--- src/rtl/uart_irq_pkg.sv ---
// Shared definitions for the UART status interrupt controller.
// Contains the source indices, the ID width and the controller state type.
package uart_irq_pkg;

   localparam int NSRC     = 7;
   localparam int IDW      = 3;

   localparam int SRC_FE   = 0;
   localparam int SRC_CRCE = 1;
   localparam int SRC_ORE  = 2;
   localparam int SRC_NF   = 3;
   localparam int SRC_TXI  = 4;
   localparam int SRC_TBNF = 5;
   localparam int SRC_DR   = 6;

   typedef enum logic [1:0] {
      IDLE,
      ASSERT,
      HOLD
   } state_e;

endpackage

--- src/rtl/irq_prio_enc.sv ---
// Fixed-priority encoder: returns the lowest set index of req.
// valid is high when any request bit is set.
module irq_prio_enc #(
   parameter int NSRC = uart_irq_pkg::NSRC
) (
   input  logic [NSRC-1:0]              req,
   output logic [uart_irq_pkg::IDW-1:0] id,
   output logic                         valid
);
   import uart_irq_pkg::*;

   always_comb begin
      // NOTE: every output gets a default before the loop, so no path leaves it unassigned and no latch is inferred.
      id    = '0;
      valid = |req;
      // Scan from the top down so that the lowest index is the one left in id.
      for (int i = NSRC - 1; i >= 0; i--) begin
         if (req[i]) id = IDW'(i);
      end
   end

endmodule

--- src/rtl/uart_irq_ctrl.sv ---
// Interrupt controller for the UART status register: edge-latched pending events,
// enable mask, fixed priority and a request/ack handshake with post-ack holdoff.
module uart_irq_ctrl #(
   parameter int NSRC    = uart_irq_pkg::NSRC,
   parameter int HOLDOFF = 1
) (
   input  logic                         clk,
   input  logic                         reset,
   input  logic [NSRC-1:0]              status,
   input  logic                         mask_we,
   input  logic [NSRC-1:0]              mask_wdata,
   input  logic                         ack,
   output logic                         irq,
   output logic [uart_irq_pkg::IDW-1:0] irq_id,
   output logic [NSRC-1:0]              pending,
   output logic [NSRC-1:0]              lost
);
   import uart_irq_pkg::*;

   localparam logic [3:0] HOLDOFF_L = 4'(HOLDOFF);

   state_e           state_q, state_d;
   logic [NSRC-1:0]  status_q, status_d;
   logic [NSRC-1:0]  mask_q, mask_d;
   logic [NSRC-1:0]  pending_q, pending_d;
   logic [NSRC-1:0]  lost_q, lost_d;
   logic             irq_q, irq_d;
   logic [IDW-1:0]   irq_id_q, irq_id_d;
   logic [3:0]       cnt_q, cnt_d;

   logic [NSRC-1:0]  rise;
   logic [NSRC-1:0]  req;
   logic [NSRC-1:0]  clr;
   logic             service;
   logic [IDW-1:0]   enc_id;
   logic             enc_valid;

   irq_prio_enc #(.NSRC(NSRC)) u_prio_enc (
      .req   (req),
      .id    (enc_id),
      .valid (enc_valid)
   );

   // Edge detect, mask and the pending/lost bookkeeping.
   always_comb begin
      status_d  = status;
      rise      = status & ~status_q;
      mask_d    = mask_we ? mask_wdata : mask_q;
      req       = pending_q & mask_q;
      service   = (state_q == ASSERT) && ack;
      clr       = service ? (NSRC'(1) << irq_id_q) : '0;
      // A new edge overrides a same-cycle clear, so set wins.
      pending_d = (pending_q & ~clr) | rise;
      lost_d    = (lost_q & ~clr) | (rise & pending_q);
   end

   always_comb begin
      state_d = state_q;
      unique case (state_q)
         IDLE:    if (enc_valid) state_d = ASSERT;
         ASSERT:  if (ack)       state_d = HOLD;
         HOLD:    if (cnt_q <= 4'd1) state_d = IDLE;
         default: state_d = IDLE;
      endcase
   end

   // The ID is latched only on entry to ASSERT and held everywhere else.
   always_comb begin
      irq_d    = (state_d == ASSERT);
      irq_id_d = ((state_q == IDLE) && enc_valid) ? enc_id : irq_id_q;
      cnt_d    = cnt_q;
      if (service) begin
         cnt_d = HOLDOFF_L;
      end else if ((state_q == HOLD) && (cnt_q != 4'd0)) begin
         cnt_d = cnt_q - 4'd1;
      end
   end

   // NOTE: sequential state uses non-blocking assignments only, so every flop samples pre-edge values.
   always_ff @(posedge clk) begin
      if (reset) begin
         state_q   <= IDLE;
         status_q  <= '1;
         mask_q    <= '0;
         pending_q <= '0;
         lost_q    <= '0;
         irq_q     <= 1'b0;
         irq_id_q  <= '0;
         cnt_q     <= '0;
      end else begin
         state_q   <= state_d;
         status_q  <= status_d;
         mask_q    <= mask_d;
         pending_q <= pending_d;
         lost_q    <= lost_d;
         irq_q     <= irq_d;
         irq_id_q  <= irq_id_d;
         cnt_q     <= cnt_d;
      end
   end

   assign irq     = irq_q;
   assign irq_id  = irq_id_q;
   assign pending = pending_q;
   assign lost    = lost_q;

endmodule
--- config.mk ---
export PLATFORM = sky130hd
export DESIGN_NAME = uart_irq_ctrl
export DESIGN_NICKNAME = d
export VERILOG_FILES = /design/src/rtl/uart_irq_pkg.sv /design/src/rtl/irq_prio_enc.sv /design/src/rtl/uart_irq_ctrl.sv
export SDC_FILE = /design/constraint.sdc
export NUM_CORES = 1
export LEC_CHECK = 0
export CORE_MARGIN = 4
export CORE_UTILIZATION = 43
export DETAILED_ROUTE_END_ITERATION = 10
export PLACE_DENSITY = 0.74
export SYNTH_ARGS = -nofsm -noshare
export SYNTH_HDL_FRONTEND = slang
export SYNTH_SLANG_ARGS = --single-unit
--- constraint.sdc ---
create_clock -name clk -period 1.5 [get_ports clk]
set_input_delay 0.225 -clock clk [delete_from_list [all_inputs] [get_ports clk]]
set_output_delay 0.225 -clock clk [all_outputs]
set_load 0.05 [all_outputs]
# Word-level counts from Yosys, hierarchy flattened
# Cells that the tools add are included.
[word_totals]
ff_bits = 38
in_bits = 18
output_inout_bits = 18
elab_cells = 46
[classes]
add_sub_neg = 1
order_cmp = 1
eq_ne = 3
shift = 1
mux = 14
bitwise_logic = 9
reduce_logical = 8
[ops]
columns = ["op", "count"]
rows = [
  ["$and A7 B7 Y7", 5],
  ["$mux W3", 7],
  ["$not A7 Y7", 2],
  ["$or A7 B7 Y7", 2],
  ["$mux W7", 1],
  ["$reduce_or A7 Y1", 1],
  ["$shl A1 B3 Y7 const A", 1],
  ["$mux W2", 3],
  ["$pmux W2 S3", 1],
  ["$eq A2 B1 Y1 const B", 2],
  ["$le A4 B1 Y1 const B", 1],
  ["$reduce_bool A4 Y1", 1],
  ["$sub A4 B1 Y4 const B", 1],
  ["$logic_and A1 B1 Y1", 3],
  ["$eq A2 B2 Y1 const B", 1],
  ["$logic_not A2 Y1", 1],
  ["$mux W1", 2],
  ["$reduce_bool A2 Y1", 1],
  ["$reduce_or A2 Y1", 1],
]

# Depth between registers and ports, before layout
# Gate-level depths: netlist (run 1).
[depth]
word_depth = 8
mapped_depth = 6
mapped_depth_nobuf = 6

# Hierarchy
# A second synthesis (run 1) with hierarchy kept.
[hier_totals]
hier_cells = 166
hier_area_um2 = 1559.0
[modules_own_cells]
columns = ["mod", "n_inst", "cells_per_inst", "area_per_inst_um2", "seq_area_each_um2"]
rows = [
  ["uart_irq_ctrl", 1, 155, 1486.4, 760.7],
  ["irq_prio_enc", 1, 11, 72.6, 0.0],
]

# Worst setup path before layout (run 1)
# No wires, ideal clock.
[synth_timing]
path_kind = "register -> register"
from = "register pending_q[1] (netlist: pending[1])"
to = "register irq_id_q[0] (netlist: irq_id[0])"
setup_ns = 0.067
t_arrival_ns = 1.681
t_required_ns = 1.433
setup_slack_ns = -0.248
stages_incl_launch_ff = 5
n_path_buf = 0
period_less_slack_ns = 1.748
path_cell_list = "dfxtp_1 -> a22oi_2 -> a311o_2 -> a221o_1 -> a21oi_2"
[synth_via]
elab_chain_cells = 3
elab_cells_between_ends = 5
classes_between = "mux: 2; bitwise: 1; reduce/logical: 2"
[synth_lines]
columns = ["element", "line", "source"]
rows = [
  ["start: declaration", "uart_irq_ctrl.sv:25", "logic [NSRC-1:0] pending_q, pending_d;"],
  ["start signal: assignment", "uart_irq_ctrl.sv:94", "pending_q <= pending_d;"],
  ["$and A7 B7 Y7 *", "uart_irq_ctrl.sv:49", "req = pending_q & mask_q;"],
  ["$reduce_or A7 Y1 or $mux W3 (tied branches)", "irq_prio_enc.sv:15, irq_prio_enc.sv:18", ""],
  ["$logic_and A1 B1 Y1 or $mux W3 (tied branches)", "uart_irq_ctrl.sv:70, irq_prio_enc.sv:18", ""],
  ["end signal: assignment", "uart_irq_ctrl.sv:97", "irq_id_q <= irq_id_d;"],
  ["end: declaration", "uart_irq_ctrl.sv:28", "logic [IDW-1:0] irq_id_q, irq_id_d;"],
]
# Mark *: on every way between the ends. The rest lies on a longest branch, timed or not.
# A chain may end at the register's enable or synchronous reset.

# Worst setup path after layout (run 1)
[layout_timing]
from = "register cnt_q[0]"
to = "register cnt_q[0]"
[layout_via]
elab_chain_cells = 3
elab_cells_between_ends = 6
classes_between = "add/sub: 1; mux: 2; reduce/logical: 3"
[layout_lines]
columns = ["element", "line", "source"]
rows = [
  ["start: declaration", "uart_irq_ctrl.sv:29", "logic [3:0] cnt_q, cnt_d;"],
  ["start signal: assignment", "uart_irq_ctrl.sv:98", "cnt_q <= cnt_d;"],
  ["$sub A4 B1 Y4 or $reduce_bool A4 Y1 (tied branches)", "uart_irq_ctrl.sv:75, uart_irq_ctrl.sv:74", ""],
  ["$mux W1 or $logic_and A1 B1 Y1 (tied branches)", "uart_irq_ctrl.sv:74", "end else if ((state_q == HOLD) && (cnt_q != 4'd0)) begin"],
  ["$mux W1 or $reduce_bool A2 Y1 (tied branches)", "n/a", ""],
]
# Parallel ways exist; a longest one is shown, timed or not. The select of a mux whose other input is x is not followed.

==> flow_summary.yaml, run 1 <==
floorplanning:
  coreArea_mm2: 0.00334
  rows: 21
  die_h_um: 67.0
  fp.dieW_um: 67.0
  io_pins: 36
  initial_core_util: 0.449
  design.die.area_mm2: 0.00449
worst_setup_path:
  worstPathRequired_ns: 1.74
  reg2reg_depth: 6
  reg2reg_slack_ns: 0.05
  worst-path-max-fanout: 3
  critPathBufInv: 1
  cpPeakStageDelay_ns: 0.38
  crit_family: "simple AND/OR/NAND/NOR gates"
  crit_chain: "inv_1 > ha_1 > or3b_4 > and2_4 > xnor2_1 > a21oi_1"
  rr_endpoint: "cnt_q[0]"
  r2r_start: "cnt_q[0]"
  start_kind: "flop"
  end_kind: "flop"
  critPathKind: "flop to flop"
  crit_path_top_delay_cell: "or3b_4"
  arrival_ns: 1.68
route:
  wl_um: 3580
  post_drt_via_cell_ratio: 5.15
  drtPass1Iterations: 5
  drt_iter0_markers: 55
  drc: 0
  wl_per_cell_um: 14.2
  drtAntennaViolNets: 0
  vias: 1303
yosys:
  syn_area_per_cell_um2: 9.42
  yosysWarnings: 0
  synth_edf_count: 0
  async_reset_ff_frac: 0
  yosys.area.top_type_share: 0.508
  ys_top_cells_by_area: "dfxtp_1 (51%), nor2_1 (6.8%), mux2i_1 (4.7%)"
  synth_cells: 159
  yosysTopAreaCell: "dfxtp_1"
  synth_top_cells_by_count: "dfxtp_1 (38), nor2_1 (27), a21oi_1 (11), nor2b_1 (10), a22oi_1 (8)"
  yosysMostFrequentCell: "dfxtp_1"
  netlist_area_mm2: 0.00150
  seq_area_frac_synth: 0.508
  ys_types: 32
  syn_nets: 180
  synth_ff_type: "dfxtp_1"
  ys_seq_elements: 38
place:
  place.port_buffers: 35
  place_congestion: 0.804
  dp_hpwl_um: 2680
  dp.cells: 243
timing:
  fin_crit_sh: 0.965
  setup_violations: 0
  layout_min_cycle_time_ns: 1.45
  clock_skew_ns: 0.0102
  slew_headroom: 0.737
  fmax_mhz: 691
  finalHoldWorstSlack_ns: 0.462
  hold_violations: 0
  drv_slew: 0
  worst_pin_slew_ns: 0.395
hold_path:
  hp-start: "status[3]"
  whs_path_depth: 2
  holdPathEnd: "status_q[3]"
  min_path_type: "primary input to flop"
clocking:
  root_buffer: "clkbuf_4"
  numClockSinks: 38
  cts_tree: "done"
  postCtsHoldBufs: 0
  clock_path_buffers: 2
  path_clk_slew_ns: 0.11
  cts_made_buffers: 5
  htreeDepth: 2
  clock_latency_ns: 0.34
grt:
  use_met1: 0.208
  grt_first_pass_wirelength_um: 6070
  grt_usage: 0.181
  gr-usage-met3: 0.0540
  grtUsageMet2: 0.299
  globalRoute.totalOverflow: 0
  antenna_found_initial: 0
  first_global_vias: 1340
  grt_start_max_net_pins: 38
  busiest_layer: "met2"
cells_and_area:
  drive_gt1_frac: 0.295
  finalNetCount: 227
  antennaDiodeCount: 0
  stdcell_count: 253
  area_growth_pct: 41.5
power:
  p_total_mw: 1.94
  power_density_mw_per_mm2: 916
  leakage_nw: 0.832
  vdd_drop_max_uv: 632
run_status:
  status: "complete, no violations"
run:
  drv_cap: 0
[report_power, final]
part           leakage (nW)  switching, mW  total, mW  internal, mW
clock network        0.0353          0.322      0.550         0.227
registers             0.316         0.0385       1.09          1.05
logic                 0.481          0.150      0.303         0.153
[worst max-delay path by stage]
stage,cells after the start,start,slack (ns),to
finish,6,cnt_q[0],0.05,cnt_q[0]
global route,6,cnt_q[0],-0.02,cnt_q[0]
CTS,4,pending[1],0.05,irq_id[0]
detailed placement,5,cnt_q[0],-0.08,cnt_q[1]
global placement,5,ack,0.03,pending[6]
floorplan,6,cnt_q[0],0.007,cnt_q[0]
[layout by cell type, fill, tap and decap left out, types with 2 or more instances in the layout]
master and n:
nor2_1 27, nand3b_1 3, ha_1 3, dfxtp_2 7, nor2b_1 10, clkbuf_4 5
o21ai_0 2, or2_2 7, clkdlybuf4s50_1 17, nand3_1 6, a21oi_1 11, buf_4 19
dfxtp_1 28, xor2_1 2, buf_12 9, dfxtp_4 3, nand2_1 7, a22oi_1 8
mux2i_1 7, nor3_1 3
[cells by family after synthesis]
logic type,count (synthesis),synth area share
AO/OA/AOI/OAI,31,0.145
XOR/XNOR,3,0.0175
adder cells (fa/ha/maj),3,0.0251
buffers and inverters,7,0.0175
flip-flops,38,0.508
multiplexers,7,0.0468
AND/OR/NAND/NOR,70,0.240
[sequential cells by signal (all words and copies together) (netlist names)]
register / cells
lost: 7
mask_q: 7
pending: 7
status_q: 7
cnt_q: 4
irq_id: 3
state_q: 2
irq: 1
[layer usage]
metal / vias up / share of wire
met5: - / 0
met4: 0 / 0.019
met3: 10 / 0.037
met2: 28 / 0.53
met1: 614 / 0.41
li1: 651 / -
[through the flow]
step / setup WS [ns] / cell area, µm² / util / setup TNS (ns)
2_1_floorplan: 0.00694 / 1510 / - / 0
3_3_place_gp: 0.0289 / 2030 / 0.609 / 0
3_5_place_dp: -0.0817 / 2030 / 0.609 / -0.125
4_1_cts: 0.0491 / 2100 / 0.630 / 0
5_1_grt: -0.0158 / 2120 / 0.635 / -0.0158
6_report: 0.0525 / 2120 / 0.635 / 0
[area by class of cell]
cell class                 count  area [µm²]
clock buffer                   7        55.1
clock inverter                 1        5.00
sequential                    38         781
tap                           46        57.6
timing repair buffer          45         493
inverter                       2        7.51
fill                         293        1220
multi-input combinational    114         721
[what timing repair did]
action	in CTS	in global routing
endpoints found under the setup margin	2	2
resized for setup	3	4
hold endpoints to repair	0	0
pin swaps	0	3
buffers inserted	0	2
No activity file was read; power rests on OpenSTA's default activity.
==> run 2: changes to the inputs <==
- CTS_CLUSTER_SIZE: default -> 14
- HOLD_SLACK_MARGIN: default -> 0.1
==> results of run 2 <==
Same layout as run 1: the final DEF is identical, and so are final timing and power.
